## src/rtl/uart_pkg.sv

```systemverilog
// rtl/uart_pkg.sv - shared types and helpers for the UART transmit path
package uart_pkg;

   typedef enum logic [1:0] {
      PARITY_NONE = 2'd0,
      PARITY_ODD  = 2'd1,
      PARITY_EVEN = 2'd2
   } parity_e;

   typedef enum logic [2:0] {
      ST_IDLE,
      ST_START,
      ST_DATA,
      ST_PARITY,
      ST_STOP
   } tx_state_e;

   localparam int MAX_DATA_BITS = 9;

   // Unused data bits must be zero; the NONE result is never transmitted.
   function automatic logic calc_parity(input parity_e mode,
                                        input logic [MAX_DATA_BITS-1:0] data);
      return (mode == PARITY_ODD) ? ~(^data) : (^data);
   endfunction

endpackage

```

## src/rtl/uart_tx_fifo_if.sv

```systemverilog
// rtl/uart_tx_fifo_if.sv - enqueue handshake, status and serial line of the transmitter
interface uart_tx_fifo_if #(
   parameter int DATA_BITS  = 8,
   parameter int FIFO_DEPTH = 4
);
   localparam int CNT_W = $clog2(FIFO_DEPTH + 1);

   logic [DATA_BITS-1:0] i_data;
   logic                 i_valid;
   logic                 o_ready;
   logic [CNT_W-1:0]     o_count;
   logic                 o_busy;
   logic                 o_tx;

   modport slave  (input  i_data, i_valid, output o_ready, o_count, o_busy, o_tx);
   modport master (output i_data, i_valid, input  o_ready, o_count, o_busy, o_tx);

endinterface

```

## src/rtl/strobe_div.sv

```systemverilog
// rtl/strobe_div.sv - free-running divider emitting a one-cycle strobe every DIV cycles
module strobe_div #(
   parameter int DIV = 4
) (
   input  logic i_clk,
   input  logic i_reset,
   input  logic i_clear,
   output logic o_strobe
);
   localparam int CW = (DIV > 1) ? $clog2(DIV) : 1;

   logic [CW-1:0] r_cnt;

   assign o_strobe = (r_cnt == CW'(DIV - 1)) && !i_clear;

   always_ff @(posedge i_clk or posedge i_reset) begin
      if (i_reset)
         r_cnt <= '0;
      else if (i_clear || o_strobe)
         r_cnt <= '0;
      else
         r_cnt <= r_cnt + 1'b1;
   end

endmodule

```

## src/rtl/uart_tx_fifo_mem.sv

```systemverilog
// rtl/uart_tx_fifo_mem.sv - synchronous FIFO with show-ahead head word
module uart_tx_fifo_mem #(
   parameter int WIDTH = 8,
   parameter int DEPTH = 4
) (
   input  logic                         i_clk,
   input  logic                         i_reset,
   input  logic                         i_push,
   input  logic [WIDTH-1:0]             i_data,
   input  logic                         i_pop,
   output logic [WIDTH-1:0]             o_data,
   output logic                         o_full,
   output logic                         o_empty,
   output logic [$clog2(DEPTH+1)-1:0]   o_count
);
   localparam int AW = $clog2(DEPTH);
   localparam int CW = $clog2(DEPTH + 1);

   logic [WIDTH-1:0] r_mem [DEPTH];
   logic [AW-1:0]    r_wr_ptr;
   logic [AW-1:0]    r_rd_ptr;
   logic [CW-1:0]    r_count;
   logic             w_push;
   logic             w_pop;

   // Pop is judged on the pre-edge count, so a word written into an empty FIFO waits a cycle.
   assign w_push  = i_push && !o_full;
   assign w_pop   = i_pop && !o_empty;
   assign o_full  = (r_count == CW'(DEPTH));
   assign o_empty = (r_count == '0);
   assign o_count = r_count;
   assign o_data  = r_mem[r_rd_ptr];

   always_ff @(posedge i_clk) begin
      if (w_push)
         r_mem[r_wr_ptr] <= i_data;
   end

   always_ff @(posedge i_clk or posedge i_reset) begin
      if (i_reset) begin
         r_wr_ptr <= '0;
         r_rd_ptr <= '0;
         r_count  <= '0;
      end else begin
         if (w_push)
            r_wr_ptr <= r_wr_ptr + 1'b1;
         if (w_pop)
            r_rd_ptr <= r_rd_ptr + 1'b1;
         case ({w_push, w_pop})
            2'b10:   r_count <= r_count + 1'b1;
            2'b01:   r_count <= r_count - 1'b1;
            default: r_count <= r_count;
         endcase
      end
   end

endmodule

```

## src/rtl/uart_tx_fifo.sv

```systemverilog
// rtl/uart_tx_fifo.sv - buffered UART transmitter: FIFO feeding a start/data/parity/stop framer
module uart_tx_fifo
   import uart_pkg::*;
#(
   parameter int      BAUD_DIV   = 10417,
   parameter int      DATA_BITS  = 8,
   parameter parity_e PARITY     = PARITY_NONE,
   parameter int      STOP_BITS  = 1,
   parameter int      FIFO_DEPTH = 4
) (
   input  logic            i_clk,
   input  logic            i_reset,
   uart_tx_fifo_if.slave   bus
);
   localparam int CNT_W = $clog2(FIFO_DEPTH + 1);

   if (BAUD_DIV < 2) begin : g_bad_baud
      $error("uart_tx_fifo: BAUD_DIV must be >= 2");
   end
   if (DATA_BITS < 5 || DATA_BITS > 9) begin : g_bad_data_bits
      $error("uart_tx_fifo: DATA_BITS must be 5..9");
   end
   if (PARITY != PARITY_NONE && PARITY != PARITY_ODD && PARITY != PARITY_EVEN) begin : g_bad_parity
      $error("uart_tx_fifo: PARITY must be NONE, ODD or EVEN");
   end
   if (STOP_BITS != 1 && STOP_BITS != 2) begin : g_bad_stop_bits
      $error("uart_tx_fifo: STOP_BITS must be 1 or 2");
   end
   if (FIFO_DEPTH < 2 || (FIFO_DEPTH & (FIFO_DEPTH - 1)) != 0) begin : g_bad_depth
      $error("uart_tx_fifo: FIFO_DEPTH must be a power of two >= 2");
   end

   tx_state_e            r_state;
   tx_state_e            w_next_state;
   logic [DATA_BITS-1:0] r_shift;
   logic                 r_par;
   logic [3:0]           r_bit;
   logic [DATA_BITS-1:0] w_head;
   logic [CNT_W-1:0]     w_count;
   logic                 w_full;
   logic                 w_empty;
   logic                 w_push;
   logic                 w_pop;
   logic                 w_strobe;
   logic                 w_div_clear;
   logic                 w_tx;

   assign w_push      = bus.i_valid && !w_full;
   assign w_div_clear = (r_state == ST_IDLE);

   uart_tx_fifo_mem #(
      .WIDTH (DATA_BITS),
      .DEPTH (FIFO_DEPTH)
   ) u_mem (
      .i_clk   (i_clk),
      .i_reset (i_reset),
      .i_push  (w_push),
      .i_data  (bus.i_data),
      .i_pop   (w_pop),
      .o_data  (w_head),
      .o_full  (w_full),
      .o_empty (w_empty),
      .o_count (w_count)
   );

   strobe_div #(
      .DIV (BAUD_DIV)
   ) u_div (
      .i_clk    (i_clk),
      .i_reset  (i_reset),
      .i_clear  (w_div_clear),
      .o_strobe (w_strobe)
   );

   always_comb begin
      w_next_state = r_state;
      w_pop        = 1'b0;
      w_tx         = 1'b1;
      case (r_state)
         ST_IDLE: begin
            if (!w_empty) begin
               w_pop        = 1'b1;
               w_next_state = ST_START;
            end
         end
         ST_START: begin
            w_tx = 1'b0;
            if (w_strobe)
               w_next_state = ST_DATA;
         end
         ST_DATA: begin
            w_tx = r_shift[0];
            if (w_strobe && r_bit == 4'(DATA_BITS - 1))
               w_next_state = (PARITY == PARITY_NONE) ? ST_STOP : ST_PARITY;
         end
         ST_PARITY: begin
            w_tx = r_par;
            if (w_strobe)
               w_next_state = ST_STOP;
         end
         ST_STOP: begin
            // Last stop cycle chains straight into the next start bit when words are waiting.
            if (w_strobe && r_bit == 4'(STOP_BITS - 1)) begin
               if (!w_empty) begin
                  w_pop        = 1'b1;
                  w_next_state = ST_START;
               end else begin
                  w_next_state = ST_IDLE;
               end
            end
         end
         default: w_next_state = ST_IDLE;
      endcase
   end

   always_ff @(posedge i_clk or posedge i_reset) begin
      if (i_reset) begin
         r_state <= ST_IDLE;
         r_shift <= '0;
         r_par   <= 1'b0;
         r_bit   <= '0;
      end else begin
         r_state <= w_next_state;
         if (w_pop) begin
            r_shift <= w_head;
            r_par   <= calc_parity(PARITY, MAX_DATA_BITS'(w_head));
            r_bit   <= '0;
         end else if (w_strobe) begin
            if (r_state == ST_DATA)
               r_shift <= r_shift >> 1;
            if (w_next_state != r_state)
               r_bit <= '0;
            else if (r_state == ST_DATA || r_state == ST_STOP)
               r_bit <= r_bit + 1'b1;
         end
      end
   end

   assign bus.o_tx    = w_tx;
   assign bus.o_ready = !w_full;
   assign bus.o_count = w_count;
   assign bus.o_busy  = (r_state != ST_IDLE) || !w_empty;

endmodule

```

## src/flat_wrapper.sv

```systemverilog
// flat-port wrapper written by rule: the top's interface ports become plain ports
module uart_tx_fifo_flat import uart_pkg::*;
#(
   parameter int      BAUD_DIV   = 10417,
   parameter int      DATA_BITS  = 8,
   parameter parity_e PARITY     = PARITY_NONE,
   parameter int      STOP_BITS  = 1,
   parameter int      FIFO_DEPTH = 4
)
  (i_clk, i_reset, bus_i_data, bus_i_valid, bus_o_ready, bus_o_count, bus_o_busy, bus_o_tx);
  uart_tx_fifo_if #(.DATA_BITS(DATA_BITS), .FIFO_DEPTH(FIFO_DEPTH)) bus_i ();
  input  logic i_clk;
  input  logic i_reset;
  input wire logic [$bits(bus_i.i_data)-1:0] bus_i_data;
  input wire logic [$bits(bus_i.i_valid)-1:0] bus_i_valid;
  output wire logic [$bits(bus_i.o_ready)-1:0] bus_o_ready;
  output wire logic [$bits(bus_i.o_count)-1:0] bus_o_count;
  output wire logic [$bits(bus_i.o_busy)-1:0] bus_o_busy;
  output wire logic [$bits(bus_i.o_tx)-1:0] bus_o_tx;
  assign bus_i.i_data = bus_i_data;
  assign bus_i.i_valid = bus_i_valid;
  assign bus_o_ready = bus_i.o_ready;
  assign bus_o_count = bus_i.o_count;
  assign bus_o_busy = bus_i.o_busy;
  assign bus_o_tx = bus_i.o_tx;
  uart_tx_fifo #(.BAUD_DIV(BAUD_DIV), .DATA_BITS(DATA_BITS), .PARITY(PARITY), .STOP_BITS(STOP_BITS), .FIFO_DEPTH(FIFO_DEPTH)) u_core (.i_clk(i_clk), .i_reset(i_reset), .bus(bus_i));
endmodule
```

## config.mk

```make
export PLATFORM = sky130hd
export DESIGN_NAME = uart_tx_fifo_flat
export DESIGN_NICKNAME = d
export VERILOG_FILES = /design/src/rtl/uart_pkg.sv /design/src/rtl/uart_tx_fifo_if.sv /design/src/rtl/strobe_div.sv /design/src/rtl/uart_tx_fifo_mem.sv /design/src/rtl/uart_tx_fifo.sv /design/src/flat_wrapper.sv
export SDC_FILE = /design/constraint.sdc
export NUM_CORES = 1
export LEC_CHECK = 0
export ABC_AREA = 0
export ABC_CLOCK_PERIOD_IN_PS = 5200
export BUFFER_PORTS_ARGS = -buffer_cell sky130_fd_sc_hd__buf_2
export CAP_MARGIN = 20
export CORE_ASPECT_RATIO = 1.25
export CORE_MARGIN = 10
export CORE_UTILIZATION = 55
export CTS_CLUSTER_SIZE = 16
export DETAILED_ROUTE_END_ITERATION = 10
export PLACE_DENSITY = 0.73
export SETUP_SLACK_MARGIN = 0.15
export SYNTH_ARGS = -nofsm -noshare
export SYNTH_HDL_FRONTEND = slang
export SYNTH_SLANG_ARGS = --single-unit
```

## constraint.sdc

```tcl
create_clock -name i_clk -period 5.2 [get_ports i_clk]
set_input_delay 0.26 -clock i_clk [delete_from_list [all_inputs] [get_ports i_clk]]
set_output_delay 0.26 -clock i_clk [all_outputs]
set_load 0.02 [all_outputs]
```

==> results.cfg, run 1 <==
[status]
status = finished, final reports clean

[critical_path]
crit_fanout = 11
crit_slowest_cell = a2111o_1
startpoint_type = flop
crit_required_ns = 5.47
critical_path.endpoint_type = flop
path_cells = inv_1, ha_1, and3b_1, and4_1, nand3_1, a2111o_1, inv_2, ha_1, inv_1, fa_1, xor2_1, nor2_1, xor2_1
crit_arrival_ns = 3.38
path_class = reg2reg
critPathMaxStageDelay_ns = 0.49

[cts]
root_buffer = clkbuf_8
clockBufferDepth = 2
post-cts-setup-buffers = 0
clkTransAtPathRegs_ns = 0.08
cts_tree = yes
ctsResizeCount = 0
cts_hold_buf = 0
h-tree-depth = 3
cts_num_sinks = 69
cts-buffers-inserted = 9
insertion_delay_ns = 0.34

[synth]
synthMuxAreaShare_pct = 11.3
synth-compound-area-share_pct = 4.36
synth-xor-area-share_pct = 6.88
synth-simple-area-share_pct = 10.7
synth_ff_type = dfrtp_1
synth.most_common_cell = dfrtp_1
postSynthCellCount = 243
avgSynthCellArea_um2 = 13.1
synth_area_leaders = edfxtp_1, dfrtp_1, mux4_2
synth_commonest_cells = dfrtp_1, edfxtp_1, nor2_1
async_flop_share_pct = 53.6
synth_top_family_by_area = multiplexers
synth_top_area_cell = edfxtp_1
synth.net_count = 264
synth_edf_count = 32
synth-adder-area-share_pct = 4.17
ys_warn_count = 0
ys_ff_latch = 69
yosys.area.top_type_share_pct = 30.2
syn_area_um2 = 3180
synth-seq-area-share_pct = 59.3
synth.distinct_cells = 39

[floorplan]
io_pins = 17
start_util_pct = 57.7
core_um2 = 5520
dieArea_um2 = 9250
die_h_um = 105
rows = 30
fp.dieW_um = 88.0

[drt]
route.vias.total = 1834
wl_per_cell_um = 15.9
drt-initial-drc-count = 98
finalWirelength_um = 5270
post-route-drc-count = 0
via_per_inst = 5.54
drtAntennaViolNets = 0
drt-pass1-iter-count = 5

[global_routing]
met3_usage_pct = 2.80
grt_pass1_vias = 1955
grt-busiest-layer = met2
antenna_found_initial = 0
grt_use_met2_pct = 20.3
grt_usage_pct = 12.2
grt_max_degree = 38
grt_pass1_wl_um = 8920
grt_util_met1_pct = 14.0
overflow = 0

[layout]
drive_gt1_share_pct = 17.6
nets = 283
area_growth_pct = 10.0
fin_util_pct = 63.4
num_antenna_cells = 0
final_area_um2 = 3500

[sta]
max_freq_ghz = 0.322
hold_viol_final = 0
clock-skew-final_ns = 0.0117
setup_tns_ns = 0
worstMarginPinSlew_ns = 0.617
period_needed_ns = 3.10
slew_violations = 0
whs_ns = 0.0148
grt_setup_unrepaired = false
max-slew-margin-rel_pct = 58.4
period_share_pct = 59.7
setup-violations-final = 0

[placed_design]
place_congestion = 0.788
place_hpwl_um = 3730
placed_area_um2 = 3300
io_buffers = 16

[power_and_ir_drop]
p_leak_nw = 1.43
peakVddDrop_mv = 0.275
finalPower_mw = 1.33
p_per_area_nw_per_um2 = 379

[run]
drv_cap = 0

[hold_path]
hold_class = in2async
cells in the final DEF (no fill, tap or decap), types with 4 or more instances in the layout:
master    count
clkbuf_8      9
nor2_1       24
ha_1          9
a21oi_1       4
nand2_1      16
dfrtp_1      37
xnor2_1      16
and3_1        6
mux4_2        8
buf_2        16
xor2_1        9
nand3_1      10
edfxtp_1     32
o21ai_0       5
mux2_1       12
inv_1        15
cells by family after synthesis:
| group | after synthesis |
|---|---|
| simple gates | 70 |
| flops | 69 |
| xor+xnor | 25 |
| buf+inv | 25 |
| mux | 24 |
| compound gates | 20 |
| fa+ha+maj | 10 |
layout make-up:
| type | count | area (µm²) |
|---|---|---|
| inverters | 16 | 60.1 |
| well taps | 64 | 80.1 |
| multi-input cells | 149 | 1190 |
| clock inverters | 6 | 70.1 |
| fillers | 420 | 2020 |
| repair buffers | 17 | 87.6 |
| clock buffers | 10 | 128 |
| flip-flops and latches | 69 | 1890 |
layer usage:
| layer | wire [µm] | part of all wire [%] |
|---|---|---|
| met5 | 0 | 0 |
| met4 | 80 | 1.5 |
| met3 | 120 | 2.3 |
| met2 | 2840 | 54 |
| met1 | 2230 | 42 |
worst paths after layout:
check	start	to	slack, ns	depth (start not counted)
min in group i_clk	bus_i_data[1]	u_core.u_mem.r_mem[3][1]$_DFFE_PP_	0.13	1
hold / removal	i_reset	u_core.u_mem.r_wr_ptr[0]$_DFFE_PP0P_	0.01	3
setup / recovery	u_core.u_div.r_cnt[0]$_DFF_PP0_	u_core.u_mem.o_count[2]$_DFFE_PP0P_	2.10	13
max in group asynchronous	i_reset	u_core.r_par$_DFFE_PP0N_	4.83	3
setup reg to reg	u_core.u_div.r_cnt[0]$_DFF_PP0_	u_core.u_mem.o_count[2]$_DFFE_PP0P_	2.10	13
hold reg to reg	u_core.r_shift[2]$_DFFE_PP0P_	u_core.r_shift[2]$_DFFE_PP0P_	0.49	1
state kept, by name, indices dropped and copies added, names as in the netlist:
register,cells
u_core.u_div.r_cnt,14
u_core.r_state,3
u_core.u_mem.r_wr_ptr,2
u_core.u_mem.r_mem,32
u_core.r_bit,4
u_core.r_shift,8
u_core.u_mem.r_rd_ptr,2
u_core.r_par,1
u_core.u_mem.o_count,3
critical path, delay by kind of cell (launching register included):
kind	cells	cell delay, ns
AOI/OAI and AO/OA	1	0.49
buffers and inverters	3	0.36
and+or+nand+nor	4	0.73
xor gates and xnor gates	2	0.29
DFF	1	0.43
adders and majority gates	3	0.74
power by group:
| part | total (mW) | internal (mW) | switching (mW) |
|---|---|---|---|
| registers | 0.681 | 0.648 | 0.0333 |
| logic | 0.214 | 0.0875 | 0.127 |
| clock network | 0.432 | 0.225 | 0.207 |
stage by stage:
| stage | worst slack [ns] | cells |
|---|---|---|
| final | 2.10 | 331 |
| after global routing | 1.83 | 331 |
| after CTS | 2.09 | 331 |
| after detailed placement | 2.10 | 315 |
| after global placement | 2.20 | 315 |
| after floorplan | 2.36 | 243 |
(Power assumes the default switching activity.)
==> run 2, diff against run 1 <==
Settings changed: ABC_CLOCK_PERIOD_IN_PS 5200 to 2590, CORE_UTILIZATION 55 to 54, PLACE_DENSITY 0.73 to 0.75.
Clock period 5.2 ns to 2.59 ns, I/O delays scaled along.
==> run 2 against run 1 <==
Effect of this change: design area up 8.6%; sequential power up 100%; core utilization up 2.8 points; worst hold slack better by 0.21 ns; final cell count up 8.8%; fmax up 23%; clock power up 100%; setup slack worse by 2.0 ns; non-clock buffer count up 27; largest cell class unchanged.
==> results.cfg, run 2 (synthesis gave the netlist of run 1 again) <==
[status]
status = finished, final reports clean

[global_routing]
antenna_found_initial = 0
grt_pass1_vias = 2022
grt_usage_pct = 13.0
grt_pass1_wl_um = 9430
grt_max_degree = 25
overflow = 0

[floorplan]
fp.dieW_um = 88.7
rows = 31
dieArea_um2 = 9380
io_pins = 17
die_h_um = 106
start_util_pct = 55.4
core_um2 = 5740

[critical_path]
startpoint_type = flop
crit_required_ns = 2.86
r2r_slack_ns = 0.06
rr_endpoint = u_core.u_mem.o_count[2]$_DFFE_PP0P_
critical_path.endpoint_type = flop
crit_arrival_ns = 2.80
cp-endpoint = u_core.u_mem.o_count[2]$_DFFE_PP0P_
path_class = reg2reg
crit_fanout = 2
r2r-start = u_core.u_div.r_cnt[12]$_DFF_PP0_
critPathLaunch = u_core.u_div.r_cnt[12]$_DFF_PP0_
r2r.worst_path.cells = 11

[drt]
drt-initial-drc-count = 63
route.vias.total = 1926
wl_per_cell_um = 15.2
post-route-drc-count = 0
finalWirelength_um = 5480
drt-pass1-iter-count = 4
via_per_inst = 5.35
drtAntennaViolNets = 0

[sta]
setup_tns_ns = 0
clock-skew-final_ns = 0.00941
whs_ns = 0.220
worstMarginPinSlew_ns = 0.896
max-slew-margin-rel_pct = 40.2
grt_setup_unrepaired = true
period_share_pct = 97.8
setup-violations-final = 0
period_needed_ns = 2.53
hold_viol_final = 0
max_freq_ghz = 0.395
slew_violations = 0

[layout]
area_growth_pct = 19.5
final_common_cell = dfrtp_1
final_cell_mix = dfrtp_1, edfxtp_1, nor2_1
nets = 310
fillers = 412
drive_gt1_share_pct = 26.9
num_antenna_cells = 0
top_regs = u_core.u_mem.r_mem: 32 flops, u_core.u_div.r_cnt: 14 flops, u_core.r_shift: 8 flops
multi_input_area_um2 = 1250
seq_area_um2 = 1890
largest_register = u_core.u_mem.r_mem
fin_cells = 360
largest_register_ffs = 32

[power_and_ir_drop]
finalPower_mw = 2.71
p_leak_nw = 1.61
p_per_area_nw_per_um2 = 712
peakVddDrop_mv = 0.438

[placed_design]
place_congestion = 0.770
io_buffers = 16
place_hpwl_um = 3760
dp.cells = 328

[cts]
clkTransAtPathRegs_ns = 0.08
clockBufferDepth = 2
h-tree-depth = 3
cts_tree = yes
insertion_delay_ns = 0.35
cts-buffers-inserted = 9
cts_num_sinks = 69
root_buffer = clkbuf_8

[run]
drv_cap = 0

[hold_path]
hold_depth = 3
hold_class = in2reg
run 2: changes by cell type in the layout (fill, tap and decap cells not counted), moves of 2 or more:
| cell | delta |
|---|---|
| mux2_4 | +10 |
| mux2_1 | -9 |
| inv_6 | -2 |
| buf_4 | +17 |
| dlygate4sd3_1 | +9 |
run 2: final cells by class:
class,count,share of cell area (%)
inverters,16,1.58
well taps,66,2.17
clock buffers,10,3.62
repair buffers,44,8.55
clock inverters,6,1.64
multi-input cells,149,32.8
flip-flops and latches,69,49.6
run 2: what timing repair did:
action	4_1_cts	5_1_grt
resized for setup	2	12
buffers inserted	4	3
pin swaps	2	0
endpoints found under the hold margin	53	0
hold buffers	9	0
endpoints found under the setup margin	8	9
run 2: stage by stage:
stage | instance area, µm² | util [%] | setup slack (ns)
after CTS | 3740 | 65.1 | 0.0282
after detailed placement | 3410 | 59.4 | 0.0423
final | 3800 | 66.3 | 0.0581
after global routing | 3800 | 66.3 | -0.0709
after global placement | 3410 | 59.4 | 0.117
after floorplan | 3210 | - | -0.0868
run 2: how the worst min path moves through the flow:
stage / from / endpoint / slack, ns
floorplan: bus_i_data[0] / u_core.u_mem.r_mem[0][0]$_DFFE_PP_ / 0.23
global placement: bus_i_data[6] / u_core.u_mem.r_mem[3][6]$_DFFE_PP_ / 0.34
detailed placement: bus_i_data[7] / u_core.u_mem.r_mem[2][7]$_DFFE_PP_ / 0.35
CTS: bus_i_valid / u_core.u_mem.r_wr_ptr[0]$_DFFE_PP0P_ / 0.21
global route: bus_i_valid / u_core.u_mem.r_wr_ptr[0]$_DFFE_PP0P_ / 0.22
finish: bus_i_valid / u_core.u_mem.r_wr_ptr[0]$_DFFE_PP0P_ / 0.22
run 2: per-layer routing:
layer	GRT usage (%)	vias to the layer above	part of all wire [%]
met4	6.94	0	2.2
met3	3.54	12	3.5
met2	20.6	27	50
li1	-	954	-
met1	15.4	933	44
met5	0	-	0
run 2: critical path, cell delays in order, from the launching register on:
cell and delay (ns):
dfrtp_1 0.39, nor4_2 0.32, and4_4 0.28, nand3_2 0.08
a2111o_1 0.39, inv_2 0.09, ha_4 0.13, inv_2 0.03
fa_2 0.32, xor2_1 0.14, nor2_1 0.12, xor2_1 0.16
run 2: power breakdown:
group | internal (mW) | switching [mW] | leakage, nW
registers | 1.30 | 0.0699 | 0.758
logic | 0.192 | 0.260 | 0.754
clock network | 0.467 | 0.417 | 0.0959
total | 1.96 | 0.747 | 1.61
